## config.mk

```make
export PLATFORM = sky130hd
export DESIGN_NAME = uart_rx_fifo
export DESIGN_NICKNAME = d
export VERILOG_FILES = /design/src/rtl/uart_pkg.sv /design/src/rtl/rx_strobe_edge.sv /design/src/rtl/uart_rx_fifo.sv
export SDC_FILE = /design/constraint.sdc
export NUM_CORES = 1
export LEC_CHECK = 0
export CORE_ASPECT_RATIO = 1.75
export CORE_MARGIN = 8
export CORE_UTILIZATION = 39
export DETAILED_ROUTE_END_ITERATION = 6
export GPL_ROUTABILITY_DRIVEN = 0
export PLACE_DENSITY = 0.66
export SLEW_MARGIN = 10
export SYNTH_ARGS = -nofsm -noshare
export SYNTH_HDL_FRONTEND = slang
export SYNTH_SLANG_ARGS = --single-unit
```

## constraint.sdc

```tcl
create_clock -name clk -period 2.6 [get_ports clk]
set_input_delay 0.52 -clock clk [delete_from_list [all_inputs] [get_ports clk]]
set_output_delay 0.52 -clock clk [all_outputs]
set_load 0.03 [all_outputs]
```

## src/rtl/uart_pkg.sv

```systemverilog
// Shared UART constants and types for the receive path.
package uart_pkg;

  localparam int unsigned UART_DATA_WIDTH    = 8;
  localparam int unsigned UART_RX_FIFO_DEPTH = 16;

  typedef logic [7:0] uart_byte_t;

endpackage

```

## src/rtl/rx_strobe_edge.sv

```systemverilog
// Rising-edge detector for a strobe that may arrive as a pulse or a held level.
module rx_strobe_edge (
  input  logic clk,
  input  logic nRst,
  input  logic in,
  output logic rise
);

  logic in_q;

  always_ff @(posedge clk or negedge nRst) begin
    if (!nRst) begin
      in_q <= 1'b0;
    end else begin
      in_q <= in;
    end
  end

  assign rise = in & ~in_q;

endmodule

```

## src/rtl/uart_rx_fifo.sv

```systemverilog
// UART receive FIFO: captures data_ready rising edges into a FWFT circular buffer.
// Optional UART_RX_FIFO_DROP_CNT_EN adds a saturating dropped-byte counter.
module uart_rx_fifo
  import uart_pkg::*;
#(
  parameter  int unsigned DATA_WIDTH = UART_DATA_WIDTH,
  parameter  int unsigned DEPTH      = UART_RX_FIFO_DEPTH,
  localparam int unsigned ADDR_W     = $clog2(DEPTH)
) (
  input  logic                  clk,
  input  logic                  nRst,
  input  logic                  enable,
  input  logic [DATA_WIDTH-1:0] data_in,
  input  logic                  data_ready,
  input  logic                  rd_en,
  input  logic                  clear_overrun,
  output logic [DATA_WIDTH-1:0] rd_data,
  output logic                  rd_valid,
  output logic                  full,
  output logic [ADDR_W:0]       count,
  output logic                  overrun
`ifdef UART_RX_FIFO_DROP_CNT_EN
  ,
  output logic [7:0]            drop_count
`endif
);

  localparam int unsigned       CNT_W    = ADDR_W + 1;
  localparam logic [CNT_W-1:0]  FULL_CNT = CNT_W'(DEPTH);

  logic [DATA_WIDTH-1:0] mem [DEPTH];
  logic [ADDR_W-1:0]     wr_ptr;
  logic [ADDR_W-1:0]     rd_ptr;
  logic                  push_ev;
  logic                  pop_ok;
  logic                  wr_ok;
  logic                  drop;

  rx_strobe_edge u_ready_edge (
    .clk  (clk),
    .nRst (nRst),
    .in   (data_ready),
    .rise (push_ev)
  );

  // A push into a full FIFO still lands when a pop frees the head slot in the same cycle.
  always_comb begin
    full     = (count == FULL_CNT);
    rd_valid = (count != '0);
    pop_ok   = enable && rd_en && rd_valid;
    wr_ok    = enable && push_ev && (!full || pop_ok);
    drop     = enable && push_ev && full && !pop_ok;
    rd_data  = rd_valid ? mem[rd_ptr] : '0;
  end

  always_ff @(posedge clk or negedge nRst) begin
    if (!nRst) begin
      wr_ptr <= '0;
      rd_ptr <= '0;
      count  <= '0;
    end else if (!enable) begin
      wr_ptr <= '0;
      rd_ptr <= '0;
      count  <= '0;
    end else begin
      if (wr_ok) wr_ptr <= wr_ptr + ADDR_W'(1);
      if (pop_ok) rd_ptr <= rd_ptr + ADDR_W'(1);
      case ({wr_ok, pop_ok})
        2'b10:   count <= count + CNT_W'(1);
        2'b01:   count <= count - CNT_W'(1);
        default: count <= count;
      endcase
    end
  end

  // Storage is deliberately left out of reset.
  always_ff @(posedge clk) begin
    if (wr_ok) mem[wr_ptr] <= data_in;
  end

  always_ff @(posedge clk or negedge nRst) begin
    if (!nRst) begin
      overrun <= 1'b0;
    end else if (drop) begin
      overrun <= 1'b1;
    end else if (clear_overrun) begin
      overrun <= 1'b0;
    end
  end

`ifdef UART_RX_FIFO_DROP_CNT_EN
  always_ff @(posedge clk or negedge nRst) begin
    if (!nRst) begin
      drop_count <= '0;
    end else if (drop) begin
      if (clear_overrun) begin
        drop_count <= 8'd1;
      end else if (drop_count != 8'hFF) begin
        drop_count <= drop_count + 8'd1;
      end
    end else if (clear_overrun) begin
      drop_count <= '0;
    end
  end
`endif

endmodule

```

# --- Yosys cells after proc, flatten, opt, wreduce, memory -nomap -nowiden ---
# Memories as Yosys holds them, arrays and structs flattened.
# Index checks and enable logic that the tools add are counted.
totals:
  mem_count: 1
  ram_bits: 128
  regBits: 15
classes:
  eq_ne: 6
  muxes: 11
  add_sub_neg: 4
  n_bitwise: 2
  reduce_logical: 11
memory_table:
  columns: ["name", "depth", "word_bits", "read_ports", "rd_clocked_by_memory_dff", "wr", "line_no", "rtl"]
  rows:
  - ["mem", 16, 8, 1, 0, 1, "uart_rx_fifo.sv:31", "logic [DATA_WIDTH-1:0] mem [DEPTH];"]
op_table:
  columns: ["cell", "count"]
  rows:
  - ["$mux 4", 4]
  - ["$pmux 5 s2", 1]
  - ["$add 4x1->4 const B", 2]
  - ["$mux 8", 1]
  - ["$logic_and 1x1->1", 6]
  - ["$add 5x1->5 const B", 1]
  - ["$eq 5x5->1 const B", 1]
  - ["$mux 5", 1]
  - ["$reduce_bool 5->1", 1]
  - ["$sub 5x1->5 const B", 1]
  - ["$mux 1", 4]
  - ["$ne 2x1->1 const B", 2]
  - ["$ne 3x1->1 const B", 1]
  - ["$eq 2x1->1 const B", 1]
  - ["$eq 2x2->1 const B", 1]
  - ["$logic_not 1->1", 2]
  - ["$reduce_bool 2->1", 1]
  - ["$and 1x1->1", 1]
  - ["$logic_or 1x1->1", 1]
  - ["$not 1->1", 1]

# --- Longest topological paths before layout ---
# Gate-level depths: netlist of the first run.
logic_depth:
  ltp_word: 7
  ltp_mapped: 10
  mapped_depth_nobuf: 9

# --- Modules after synthesis ---
# From an unflattened synthesis of the first run, not the netlist that was laid out.
unflattened:
  hier_cells: 344
  area_unflattened_um2: 6062.1
modules_own_cells:
  columns: ["module", "n_inst", "cells_each", "area_per_inst_um2"]
  rows:
  - ["uart_rx_fifo", 1, 342, 6023.3]
  - ["rx_strobe_edge", 1, 2, 38.8]

# --- Worst setup path after synthesis of the first run ---
# Ideal clock, no wire load.
synth_timing:
  path_type: "reg-to-reg"
  start: "register count[1]"
  end: "register count[3]"
  slack_ns: -0.280
  arrival_ns: 2.753
  path_buffers: 1
  required_time_ns: 2.472
  path_stages_with_launch: 11
  period_less_slack_ns: 2.880
  cell_sequence: "dfrtp_1 > or4_1 > buf_2 > nor2_2 > nor2b_1 > and3_1 > ha_1 > nand3_1 > and3_1 > o21a_1 > mux2_1"
synth_via:
  elab_chain_cells: 7
  elab_cells_between_ends: 13
synth_lines:
  columns: ["element", "line_no", "rtl"]
  rows:
  - ["start, declared", "uart_rx_fifo.sv:20", "output logic [ADDR_W:0] count,"]
  - ["start signal, assigned", "uart_rx_fifo.sv:69", "2'b10: count <= count + CNT_W'(1);"]
  - ["start signal, assigned", "uart_rx_fifo.sv:70", "2'b01: count <= count - CNT_W'(1);"]
  - ["start signal, assigned", "uart_rx_fifo.sv:71", "default: count <= count;"]
  - ["$eq 5x5->1 / $reduce_bool 5->1 (equally long branches)", "uart_rx_fifo.sv:48, uart_rx_fifo.sv:49", null]
  - ["$logic_not 1->1 / $logic_and 1x1->1 (equally long branches)", "uart_rx_fifo.sv:51, uart_rx_fifo.sv:50", null]
  - ["$logic_or 1x1->1", "uart_rx_fifo.sv:51", "wr_ok = enable && push_ev && (!full || pop_ok);"]
  - ["$logic_and 1x1->1", "uart_rx_fifo.sv:51", null]
  - ["$eq 2x1->1 / $eq 2x2->1 (equally long branches)", "uart_rx_fifo.sv:68", "case ({wr_ok, pop_ok})"]
  - ["$pmux 5 s2", "uart_rx_fifo.sv:68", null]
  - ["$mux 5", "uart_rx_fifo.sv:61", "end else if (!enable) begin"]
# Parallel ways exist; a longest one is shown, timed or not.
# A chain may end at the register's enable or synchronous reset.

# --- Worst setup path after layout of the first run ---
layout_timing:
  start: "register rd_ptr[1]"
  end: "output port rd_data[2]"
layout_via:
  elab_chain_cells: 2
layout_lines:
  columns: ["element", "line_no", "rtl"]
  rows:
  - ["start, declared", "uart_rx_fifo.sv:33", "logic [ADDR_W-1:0] rd_ptr;"]
  - ["start signal, assigned", "uart_rx_fifo.sv:67", "if (pop_ok) rd_ptr <= rd_ptr + ADDR_W'(1);"]
  - ["$mem_v2 16x8", null, null]
  - ["$mux 8", "uart_rx_fifo.sv:53", "rd_data = rd_valid ? mem[rd_ptr] : '0;"]
  - ["end, declared", "uart_rx_fifo.sv:17", "output logic [DATA_WIDTH-1:0] rd_data,"]
# Every way passes these cells.

==> results of run 1 <==
==> cells in the mapped netlist, types with 2 or more instances <==
library cell	count	area (µm²)
nor2b_1	13	81.3
nand2_1	3	11.3
xor2_1	2	17.5
edfxtp_1	128	3840
a21oi_1	4	20.0
and2_1	13	81.3
a2111oi_0	2	17.5
mux2i_1	12	120
nor2_1	8	30.0
xnor2_1	3	26.3
nand2b_1	4	25.0
nand3_1	6	30.0
nor3b_1	3	22.5
mux2_1	2	22.5
inv_1	11	41.3
buf_2	9	45.0
mux4_2	32	721
a21o_1	2	15.0
a211oi_1	18	135
and3_1	3	18.8
nor4_1	5	31.3
o21a_1	3	22.5
clkbuf_1	11	41.3
nor3_1	2	10.0
dfrtp_1	15	375
ha_1	8	100
==> per-layer routing <==
metal	GRT usage	part of all wire
met5	0	0
met4	0.0520	0.020
met3	0.0364	0.035
met2	0.251	0.58
met1	0.151	0.37
==> stage by stage <==
stage	cells	setup TNS, ps	setup slack, ps	utilization
final	629	-908	-164	0.518
after global routing	629	-1630	-236	0.518
after CTS	618	-1330	-210	0.508
after detailed placement	577	-246	-102	0.458
after global placement	577	-122	-46.6	0.458
after floorplan	338	-59.9	-38.6	-
==> worst max-delay path: stages, from the launching register on <==
cell and delay [ps]:
dfrtp_2 440, buf_6 140, buf_12 120, buf_8 110, mux4_2 500, a211oi_2 250, a211oi_2 90, buf_4 180
==> cell families after synthesis <==
family	Yosys count
DFF	143
and+or+nand+nor	66
muxes	46
AOI/OAI and AO/OA	37
buffers and inverters	32
adders and majority gates	9
xor gates and xnor gates	5
==> power by group <==
group / switching (mW) / internal (mW)
clock: 0.977 / 1.34
combinational: 1.21 / 1.25
sequential: 0.0467 / 2.56
total: 2.24 / 5.15
==> final timing paths <==
check | start | to | slack, ps | cells after the start
max reg2reg | count[0]$_DFFE_PN0P_ | count[4]$_DFFE_PN0P_ | 120 | 9
min in group asynchronous | nRst | u_ready_edge.in_q$_DFF_PN0_ | 540 | 1
max in group asynchronous | nRst | count[1]$_DFFE_PN0P_ | 1550 | 1
max | rd_ptr[1]$_DFFE_PN0P_ | rd_data[2] | -160 | 7
min reg2reg | overrun$_DFFE_PN0P_ | overrun$_DFFE_PN0P_ | 530 | 2
min | overrun$_DFFE_PN0P_ | overrun$_DFFE_PN0P_ | 530 | 2
==> state kept, by name, summed over array words and instances (netlist names) <==
signal / count
count: 5
mem: 128
wr_ptr: 4
u_ready_edge.in_q: 1
rd_ptr: 4
overrun: 1
==> cell type report <==
type | instances | area [µm²] | area share
clock buffer | 17 | 425 | 0.0537
inverter | 11 | 41.3 | 0.00521
sequential | 143 | 4220 | 0.533
tap | 186 | 233 | 0.0294
timing repair buffer | 94 | 977 | 0.123
clock inverter | 15 | 148 | 0.0186
multi-input combinational | 163 | 1880 | 0.237
==> repair_timing <==
action / in CTS / in global routing
gates cloned: 1 / 0
gates resized for setup: 45 / 17
setup buffers: 8 / 11
hold buffers: 0 / 0
pin swaps: 8 / 8
setup endpoints to repair: 11 / 10
==> flow_summary.yaml, run 1 <==
status:
  status: "finished, violations left"
  violations: "setup timing"
synth:
  ys_seq_elements: 143
  synthSimpleGateAreaFrac: 0.0646
  yosysSeqAreaShare: 0.696
  synth-main-ff-cell: "edfxtp_1"
  synth_area_um2: 6060
  synthAdderAreaFrac: 0.0198
  synth-compound-area-share: 0.0479
  ys_warn_count: 0
  yosys.area_share.xor_xnor: 0.00723
  netlist-cell-type-count: 42
  synth_top_family_by_area: "multiplexers"
  synth_cells: 338
  synth_area_per_cell_um2: 17.9
  synth_edf_count: 128
  synth_fp_nets: 361
  synthArstFlopShare: 0.105
  synthMuxAreaShare: 0.142
pwr:
  leakagePower_nw: 2.72
  ir_worst_vdd_v: 0.000577
  powerDensity_nw_per_um2: 932
  finalPower_mw: 7.39
detailed_routing:
  vias: 3372
  vias_per_cell: 5.36
  postRouteWirelength_mm: 12.9
  routedWlPerCell_um: 20.6
  drtIter0Drc: 183
  drtAntennaViolNets: 0
  drt_first_pass_iters: 4
  drc: 0
grt:
  grt_overflow: 0
  track_usage: 0.140
  antenna_found_initial: 0
  grt_max_degree: 18
  grt_pass1_vias: 3696
  grt_first_pass_wirelength_mm: 20.5
finish:
  num_antenna_cells: 0
  drive_gt1_frac: 0.393
  nNetsFinal: 453
  area_growth_syn_to_layout_pct: 30.8
  fin_area_um2: 7930
  final_cell_mix: "edfxtp_1 (128), buf_4 (53), mux4_2 (32), clkdlybuf4s50_1 (19), clkbuf_16 (17)"
  layout_commonest_cell: "edfxtp_1"
  fillers: 1236
timing:
  fin_skew_ps: 7.63
  slew_headroom: 0.510
  fmax_mhz: 362
  postLayoutSetupSlackWorst_ps: -164
  holdWs_ps: 535
  drv_slew: 0
  worst_pin_slew_ps: 733
  finalHoldViolCount: 0
  grt_setup_unrepaired: "true"
  setup_viol: 8
  post-route-period-util: 1.06
  period_needed_ps: 2760
place:
  hpwl_mm: 8.92
  placed_area_um2: 7010
  port-buffer-count: 29
clock_tree:
  cts-root-buf: "clkbuf_16"
  h-tree-depth: 4
  clkTransAtPathRegs_ps: 60
  clockBufferDepth: 2
  clock-sinks: 143
  cts_made_buffers: 17
  clock_latency_ps: 420
  cts_tree: "done"
floorplan:
  io_pins: 30
  die_w_um: 110
  fp.dieH_um: 181
  die-area_um2: 19900
  fp.coreArea_um2: 15300
  start_util: 0.396
  rows: 60
critical_path:
  startpoint_type: "register"
  critPathMaxFanout: 5
  critPathRequiredTime_ps: 2080
  critical_path_arrival_ps: 2240
  critical_path_class: "register to output port"
  crit_path_end_kind: "output port"
hold_path:
  hp-class: "register to register"
run:
  maxCapViolCount: 0
(Power assumes the default switching activity.)
==> inputs of run 2 (changes only) <==
--- a/config.mk
+++ b/config.mk
@@ -10,7 +10,8 @@
 export CORE_UTILIZATION = 39
 export DETAILED_ROUTE_END_ITERATION = 6
 export GPL_ROUTABILITY_DRIVEN = 0
-export PLACE_DENSITY = 0.66
+export GPL_TIMING_DRIVEN = 0
+export PLACE_DENSITY = 0.64
 export SLEW_MARGIN = 10
 export SYNTH_ARGS = -nofsm -noshare
 export SYNTH_HDL_FRONTEND = slang
==> constraint.sdc (replaced) <==
create_clock -name clk -period 3 [get_ports clk]
set_input_delay 0.6 -clock clk [delete_from_list [all_inputs] [get_ports clk]]
set_output_delay 0.6 -clock clk [all_outputs]
set_load 0.03 [all_outputs]
==> flow_summary.yaml, run 2 (synthesis gave the netlist of run 1 again) <==
finish:
  num_antenna_cells: 0
  layout_commonest_cell: "edfxtp_1"
  fin_area_um2: 7320
  largest_register_ffs: 128
  largest-register: "mem"
  drive_gt1_frac: 0.270
  largest_registers: "mem (128), count (5)"
  final_cell_mix: "edfxtp_1 (128), mux4_2 (32), clkdlybuf4s50_1 (19), clkbuf_16 (17), dfrtp_1 (15)"
  nNetsFinal: 414
  final_cells: 590
  fin_util: 0.478
  area_growth_syn_to_layout_pct: 20.9
timing:
  worst_pin_slew_ps: 1030
  fin_skew_ps: 7.22
  post-route-period-util: 0.965
  slew_headroom: 0.308
  setup_viol: 0
  finalSetupTns_ps: 0
  finalHoldViolCount: 0
  period_needed_ps: 2890
  fmax_mhz: 346
  drv_slew: 0
floorplan:
  io_pins: 30
  fp.coreArea_um2: 15300
  fp.dieH_um: 181
  rows: 60
  die-area_um2: 19900
  die_w_um: 110
  start_util: 0.396
hold_path:
  worstHoldStart: "overrun$_DFFE_PN0P_"
  min_path_cells: 2
  hp-class: "register to register"
  min_to: "overrun$_DFFE_PN0P_"
place:
  placed_area_um2: 6640
  port-buffer-count: 29
  hpwl_mm: 8.95
  place_inst: 557
grt:
  track_usage: 0.134
  antenna_found_initial: 0
  grt_first_pass_wirelength_mm: 19.5
  grt_overflow: 0
  grt_pass1_vias: 3445
  grt_max_degree: 17
clock_tree:
  clkTransAtPathRegs_ps: 60
  cts_tree: "done"
  clock-sinks: 143
  cts-hold-fix-buffers: 0
  h-tree-depth: 4
  clock_latency_ps: 410
  cts_made_buffers: 17
  cts-root-buf: "clkbuf_16"
  clockBufferDepth: 2
critical_path:
  crit_path_end_kind: "output port"
  startpoint_type: "register"
  r2r_end: "count[4]$_DFFE_PN0P_"
  critical_path_class: "register to output port"
  critical_path_arrival_ps: 2290
  reg2reg_slack_ps: 120
  critPathRequiredTime_ps: 2400
  r2r_cells: 10
  r2r_start: "count[1]$_DFFE_PN0P_"
  critPathMaxFanout: 10
pwr:
  ir_worst_vdd_v: 0.000476
  powerDensity_nw_per_um2: 820
  leakagePower_nw: 2.42
detailed_routing:
  vias_per_cell: 5.39
  vias: 3180
  postRouteWirelength_mm: 12.6
  drtIter0Drc: 202
  drt_first_pass_iters: 4
  routedWlPerCell_um: 21.4
  drc: 0
  drtAntennaViolNets: 0
run:
  maxCapViolCount: 0
status:
  status: "complete, no violations"
run 2: cell type report:
type                    count  area (µm²)
clock inverters            15         163
inverters                  11        41.3
flip-flops and latches    143        4220
well taps                 186         233
plain buffers              20         138
multi-input cells         163        1800
clock buffers              17         425
repair buffers             35         305
fillers                  1307        7990
run 2: critical path, stage by stage (launching register included):
cell      delay (ps)
dfrtp_1          370
buf_6            160
buf_12           160
mux4_2           490
nor2b_1          150
a211oi_2         260
a211oi_1          90
buf_2            210
run 2: worst max path at each step:
| stage | start | end | slack, ps | cells past startpoint |
|---|---|---|---|---|
| finish | rd_ptr[1]$_DFFE_PN0P_ | rd_data[4] | 110 | 7 |
| global route | count[1]$_DFFE_PN0P_ | count[4]$_DFFE_PN0P_ | -40 | 10 |
| CTS | rd_ptr[1]$_DFFE_PN0P_ | rd_data[4] | -80 | 6 |
| detailed placement | enable | count[4]$_DFFE_PN0P_ | -490 | 9 |
| global placement | rd_en | mem[3][5]$_DFFE_PP_ | -700 | 5 |
| floorplan | count[1]$_DFFE_PN0P_ | count[3]$_DFFE_PN0P_ | 120 | 10 |
run 2: power breakdown:
group / switching (mW) / internal (mW)
sequential: 0.0486 / 2.22
combinational: 0.943 / 0.718
clock: 0.889 / 1.19
run 2: through the flow:
stage,power [mW],worst slack (ps),hold WS (ps)
after floorplan,3.34,120,304
after global placement,3.87,-699,530
after detailed placement,3.90,-486,524
after CTS,6.04,-83.2,536
after global routing,6.26,-40.0,570
final,6.01,106,534
run 2: metal layers:
metal / up-vias / share of wire / GRT usage
met5: - / 0 / 0
met4: 0 / 0.026 / 0.0568
met3: 19 / 0.045 / 0.0310
met2: 75 / 0.56 / 0.242
met1: 1628 / 0.37 / 0.143
li1: 1458 / - / -
run 2: repair_timing:
| item | CTS | global route |
|---|---|---|
| setup endpoints to repair | 12 | 8 |
| pin swaps | 1 | 0 |
| resized for setup | 67 | 16 |
| buffers inserted | 2 | 0 |
| hold endpoints to repair | 0 | 0 |
